===== config.mk =====
export PLATFORM = sky130hd
export DESIGN_NAME = adc_pulse_reader
export DESIGN_NICKNAME = d
export VERILOG_FILES = /design/src/rtl/adc_pulse_reader_pkg.sv /design/src/rtl/adc_pulse_reader_gpio_cfg_reg.sv /design/src/rtl/adc_pulse_reader.sv
export SDC_FILE = /design/constraint.sdc
export NUM_CORES = 1
export LEC_CHECK = 0
export BUFFER_PORTS_ARGS = -buffer_cell sky130_fd_sc_hd__buf_2
export CORE_UTILIZATION = 58
export CTS_CLUSTER_SIZE = 10
export DETAILED_ROUTE_END_ITERATION = 12
export PLACE_DENSITY = 0.81
export SETUP_SLACK_MARGIN = 0.15
export SYNTH_ARGS = -nofsm -noshare
export SYNTH_HDL_FRONTEND = slang
export SYNTH_SLANG_ARGS = --single-unit

===== constraint.sdc =====
create_clock -name clk -period 4.4 [get_ports clk]
set_clock_uncertainty 0.15 [all_clocks]
set_input_delay 0.44 -clock clk [delete_from_list [all_inputs] [get_ports clk]]
set_output_delay 0.44 -clock clk [all_outputs]
set_load 0.005 [all_outputs]

===== src/rtl/adc_pulse_reader_pkg.sv =====
// Shared Ising-core sizing plus the ADC integration constants and config reset values.
package ising_config;

    localparam int num_bits     = 8;
    localparam int adc_samples  = 16;
    localparam int adc_sample_w = 16;
    localparam int adc_sum_w    = 20;

    localparam logic [3:0] win_start_rst = 4'd4;
    localparam logic [4:0] win_len_rst   = 5'd8;
    localparam logic [4:0] shift_rst     = 5'd3;

    typedef logic signed [adc_sample_w-1:0] sample_t;
    typedef logic signed [adc_sum_w-1:0]    sum_t;
    typedef logic signed [num_bits-1:0]     val_t;

    localparam sum_t sum_max = sum_t'((2 ** (num_bits - 1)) - 1);
    localparam sum_t sum_min = sum_t'(-(2 ** (num_bits - 1)));

    function automatic val_t sat_to_val(input sum_t v);
        if (v > sum_max) return val_t'(sum_max);
        if (v < sum_min) return val_t'(sum_min);
        return val_t'(v);
    endfunction

endpackage


===== src/rtl/adc_pulse_reader_gpio_cfg_reg.sv =====
// One GPIO-addressed config register, written once per rising edge of the w_clk strobe.
module gpio_cfg_reg #(
    parameter logic [15:0] addr    = 16'd0,
    parameter int          width   = 4,
    parameter logic [width-1:0] rst_val = '0
) (
    input  logic              clk,
    input  logic              rst,
    input  logic [31:0]       gpio_in,
    output logic [width-1:0]  value
);

    logic [15:0]      addr_q;
    logic [width-1:0] data_q;
    logic             w_clk_q;
    logic             w_clk_hist;
    logic             write;
    logic             unused_bits;

    assign unused_bits = &{1'b0, gpio_in};

    // Bus is registered first, so the edge seen here is one cycle after it was sampled.
    assign write = w_clk_q & ~w_clk_hist & (addr_q == addr);

    always_ff @(posedge clk) begin
        if (rst) begin
            addr_q     <= '0;
            data_q     <= '0;
            w_clk_q    <= 1'b0;
            w_clk_hist <= 1'b0;
            value      <= rst_val;
        end else begin
            addr_q     <= gpio_in[15:0];
            data_q     <= gpio_in[16 +: width];
            w_clk_q    <= gpio_in[24];
            w_clk_hist <= w_clk_q;
            if (write) value <= data_q;
        end
    end

endmodule


===== src/rtl/adc_pulse_reader.sv =====
// Windowed integration of 16 ADC samples per word, scaled and saturated for the Ising core.
module adc_pulse_reader
    import ising_config::*;
#(
    parameter logic [15:0] win_start_reg = 16'd0,
    parameter logic [15:0] win_len_reg   = 16'd0,
    parameter logic [15:0] shift_reg     = 16'd0
) (
    input  logic                       clk,
    input  logic                       rst,
    input  logic [255:0]               adc_word_in,
    input  logic                       adc_word_valid,
    input  logic [31:0]                gpio_in,
    output logic signed [num_bits-1:0] val_out,
    output logic                       val_out_valid
);

    logic [3:0] win_start;
    logic [4:0] win_len;
    logic [4:0] shift;

    gpio_cfg_reg #(.addr(win_start_reg), .width(4), .rst_val(win_start_rst)) u_win_start (
        .clk(clk), .rst(rst), .gpio_in(gpio_in), .value(win_start));
    gpio_cfg_reg #(.addr(win_len_reg), .width(5), .rst_val(win_len_rst)) u_win_len (
        .clk(clk), .rst(rst), .gpio_in(gpio_in), .value(win_len));
    gpio_cfg_reg #(.addr(shift_reg), .width(5), .rst_val(shift_rst)) u_shift (
        .clk(clk), .rst(rst), .gpio_in(gpio_in), .value(shift));

    logic [5:0]           len_eff;
    logic [5:0]           win_end;
    sample_t              masked [adc_samples];

    sample_t              s1_data [adc_samples];
    logic [4:0]           s1_shift;
    logic                 s1_valid;
    logic signed [17:0]   part [4];
    logic signed [17:0]   s2_part [4];
    logic [4:0]           s2_shift;
    logic                 s2_valid;
    sum_t                 sum;
    sum_t                 s3_sum;
    logic [4:0]           s3_shift;
    logic                 s3_valid;
    sum_t                 scaled;

    assign len_eff = (win_len > 5'd16) ? 6'd16 : {1'b0, win_len};
    assign win_end = {2'b00, win_start} + len_eff;

    always_comb begin
        for (int i = 0; i < adc_samples; i++) begin
            masked[i] = '0;
            if (6'(i) >= {2'b00, win_start} && 6'(i) < win_end)
                masked[i] = sample_t'(adc_word_in[16*i +: 16]);
        end
    end

    always_comb begin
        for (int g = 0; g < 4; g++) begin
            part[g] = '0;
            part[g] = s1_data[4*g] + s1_data[4*g+1] + s1_data[4*g+2] + s1_data[4*g+3];
        end
    end

    assign sum    = s2_part[0] + s2_part[1] + s2_part[2] + s2_part[3];
    assign scaled = s3_sum >>> s3_shift;

    // Shift travels with its word so a later config write never retimes in-flight data.
    always_ff @(posedge clk) begin
        if (rst) begin
            for (int i = 0; i < adc_samples; i++) s1_data[i] <= '0;
            for (int g = 0; g < 4; g++) s2_part[g] <= '0;
            s1_shift      <= '0;
            s1_valid      <= 1'b0;
            s2_shift      <= '0;
            s2_valid      <= 1'b0;
            s3_sum        <= '0;
            s3_shift      <= '0;
            s3_valid      <= 1'b0;
            val_out       <= '0;
            val_out_valid <= 1'b0;
        end else begin
            for (int i = 0; i < adc_samples; i++) s1_data[i] <= masked[i];
            s1_shift <= shift;
            s1_valid <= adc_word_valid;
            for (int g = 0; g < 4; g++) s2_part[g] <= part[g];
            s2_shift <= s1_shift;
            s2_valid <= s1_valid;
            s3_sum   <= sum;
            s3_shift <= s2_shift;
            s3_valid <= s2_valid;
            if (s3_valid) val_out <= sat_to_val(scaled);
            val_out_valid <= s3_valid;
        end
    end

endmodule

==> metrics.md <==
| Metric | Value |
|---|---|
| DR iter-0 viols | `889` |
| # fillers | `2128` |
| Initial antenna violation count | `5` |
| Die area | `36500 um2` |
| H-tree depth | `2` |
| Mapped Area | `20700 um2` |
| IO Port Bufs | `289` |
| Period Utilization, post-route | `93.0%` |
| Num rows | `68` |
| Final setup viols | `0` |
| Setup crit end kind | `flop` |
| Fin area | `26700 um2` |
| DIE HEIGHT | `191 um` |
| P_leak | `12.1 nW` |
| Setup TNS Final | `0 ns` |
| # clock sinks | `407` |
| CTS max path bufs | `3` |
| Congestion Overflow GR | `0` |
| Max_cap viols | `0` |
| Pins Over Slew Limit | `0` |
| Syn_nets | `2655` |
| EDFF count, synth | `0` |
| Max FO, Critical Path | `3` |
| DP HPWL | `33800 um` |
| Status | `completed` |
| Startpoint types | `flop` |
| Peak supply drop | `0.343 mV` |
| Clock latency on the worst-skew pair | `0.58 ns` |
| Die X | `191 um` |
| Share of cells above drive strength 1 | `15.0%` |
| Yosys reg bits | `407` |
| Crit path time final | `4.09 ns` |
| Post-Route WL | `56700 um` |
| Cells after Synth | `2105` |
| Critical-path cell list | `inv_1 -> fa_1 -> inv_1 -> fa_1 -> ha_1 -> fa_1 -> a211oi_2 -> o21ai_0 -> a31oi_1 -> a21oi_1 -> a211o_1 -> a21oi_1 -> xnor2_1 -> nor2_1` |
| Reg2Reg Setup Slack | `0.31 ns` |
| Asr flop ratio synth | `0%` |
| RSZ-0062 raised after global routing | `false` |
| Setup crit end | `s2_part[2][17]` |
| Syn. warnings | `0` |
| Crit path kind | `flop to flop` |
| CP max stage cell | `fa_1` |
| First-pass GRT wire length | `90300 um` |
| WL/cell | `18.0 um` |
| Delay-heaviest family, CP | `adder cells` |
| Mean area per synthesized cell | `9.83 um2` |
| I/O pin count | `300` |
| Reg2reg start | `s1_data[1][1]` |
| # DRC | `0` |
| Nets | `3232` |
| CP Launch Point | `s1_data[1][1]` |
| Initial core utilization | `59.5%` |
| Clock slew at reported path FFs | `0.06 ns` |
| First-pass DRT Iterations | `5` |
| CP max stage delay | `0.53 ns` |
| Logic depth of the worst setup path including buffers | `14` |
| Placed instance area | `22600 um2` |
| CTS tree | `built` |
| Cell Pwr Density | `385 nW/um2` |
| R2R depth | `14` |
| CTS buffer count | `47` |
| Synth unique cells | `66` |
| Routability cong. | `0.890` |
| Critical Path RT | `4.68 ns` |
| Largest net degree at the start of global routing | `61` |
| Vias per cell | `5.22` |
| Worst-margin pin slew | `1.28 ns` |
| GR Util All Layers | `31.8%` |
| Post-route ant nets | `0` |
| Final-report hold violation count | `0` |
| Reg-to-reg critical path endpoint | `s2_part[2][17]` |
| Buffers & Inverters on Critical Path | `2` |
| Fmax achieved | `0.244 GHz` |
| Slew margin rel. | `14.6%` |
| WP data arrival | `4.38 ns` |
| Overall via count from detail_route | `16400` |
| Prevailing post-synth register cell | `dfxtp_1` |
| HP Class | `input pin to flop` |
| Core area | `34800 um2` |
| Final Power | `0.0103 W` |
| Vias in the first global route | `18400` |
| Worst path most repeated cell | `fa_1` |
| Root Buffer | `clkbuf_16` |
| Area grow syn2layout | `29.1%` |
| Sequential area share after synthesis | `39.4%` |
[registers in the layout, summed over array words and instances (netlist names), 5 cells and up]
| name | count |
|---|---|
| s1_data | 256 |
| s3_shift | 5 |
| s2_part | 72 |
| u_shift.addr_q | 16 |
| u_shift.value | 5 |
| u_shift.data_q | 5 |
| s3_sum | 20 |
| val_out | 8 |
| s1_shift | 5 |
| s2_shift | 5 |
[metrics by stage]
stage	util, %	setup WS [ns]	hold slack, ns	cells
floorplan	-	0.557	0.260	2105
global placement	65.0	0.258	0.280	2808
detailed placement	65.0	0.199	0.272	2808
CTS	76.7	0.161	0.134	3144
global route	76.8	0.152	0.189	3150
finish	76.8	0.306	0.170	3150
[worst min path at each step]
| stage | start | end | slack [ns] | cells past startpoint |
|---|---|---|---|---|
| 3_3_place_gp | s1_valid | s2_valid | 0.28 | 1 |
| 2_1_floorplan | u_shift.data_q[0] | u_shift.value[0] | 0.26 | 2 |
| 6_report | rst | s3_sum[2] | 0.17 | 2 |
| 5_1_grt | rst | s2_part[0][13] | 0.19 | 2 |
| 4_1_cts | rst | s3_sum[2] | 0.13 | 2 |
| 3_5_place_dp | s2_shift[0] | s3_shift[0] | 0.27 | 1 |
[logic make-up after synthesis]
family,Yosys count,synth area share [%]
compound gates,237,7.72
xor+xnor,64,2.71
fa+ha+maj,259,21.8
buf+inv,481,8.82
flops,407,39.4
mux,39,3.00
simple gates,618,16.6
[power breakdown]
part | switching (W) | internal [W] | total (W)
logic | 0.00146 | 0.00131 | 0.00277
registers | 0.000160 | 0.00395 | 0.00411
clock network | 0.00145 | 0.00196 | 0.00341
[worst reg2reg max path, stage by stage, from the launching register on]
cell	delay, ns
dfxtp_1	0.30
inv_1	0.05
fa_1	0.53
inv_1	0.06
fa_1	0.49
ha_1	0.27
fa_1	0.46
a211oi_2	0.28
o21ai_0	0.20
a31oi_1	0.30
a21oi_1	0.19
a211o_1	0.30
a21oi_1	0.20
xnor2_1	0.15
nor2_1	0.05
[Yosys cell counts, types with 37 or more instances]
| cell type | instances | area, um2 |
|---|---|---|
| inv_1 | 427 | 1600 |
| dfxtp_1 | 407 | 8150 |
| and2_1 | 270 | 1690 |
| fa_1 | 170 | 3400 |
| nor2_1 | 110 | 413 |
| ha_1 | 89 | 1110 |
| nor2b_1 | 69 | 432 |
| a21oi_1 | 56 | 280 |
| nand2_1 | 47 | 176 |
| o21ai_0 | 45 | 225 |
| clkbuf_1 | 41 | 154 |
| xnor2_1 | 37 | 324 |
[cells in the final DEF (no fill, tap or decap), drive strengths merged, types with 34 or more instances in the layout]
cell         count
xnor2           37
nor2           110
buf            303
o21ai           45
fa             170
ha              89
a21oi           56
nor3            34
and2           270
inv            428
dfxtp          407
nand2           47
nor2b           69
dlygate4sd3    279
clkbuf          53
[metal layers]
layer / routed length [um] / part of all wire (%) / track usage [%]
met1: 21000 / 37 / 34.3
met4: 3280 / 5.8 / 19.1
met3: 3060 / 5.4 / 5.56
met2: 29300 / 52 / 57.9
met5: 0 / 0 / 0
[layout make-up]
cell class	count	area [um2]	area share, %
Sequential cell	407	8150	30.5
Multi-Input combinational cell	1217	10800	40.3
Timing Repair Buffer	582	4350	16.3
Clock inverter	4	35.0	0.131
Antenna cell	5	12.5	0.0468
Tap cell	455	569	2.13
Inverter	427	1600	6.00
Clock buffer	53	1240	4.64
[what timing repair did]
item / in CTS / in global routing
hold buffers: 279 / 0
setup endpoints to repair: 0 / 7
hold endpoints to repair: 279 / 0
gates resized for setup: 0 / 7
setup buffers: 0 / 1
No activity file was read; power rests on OpenSTA's default activity.
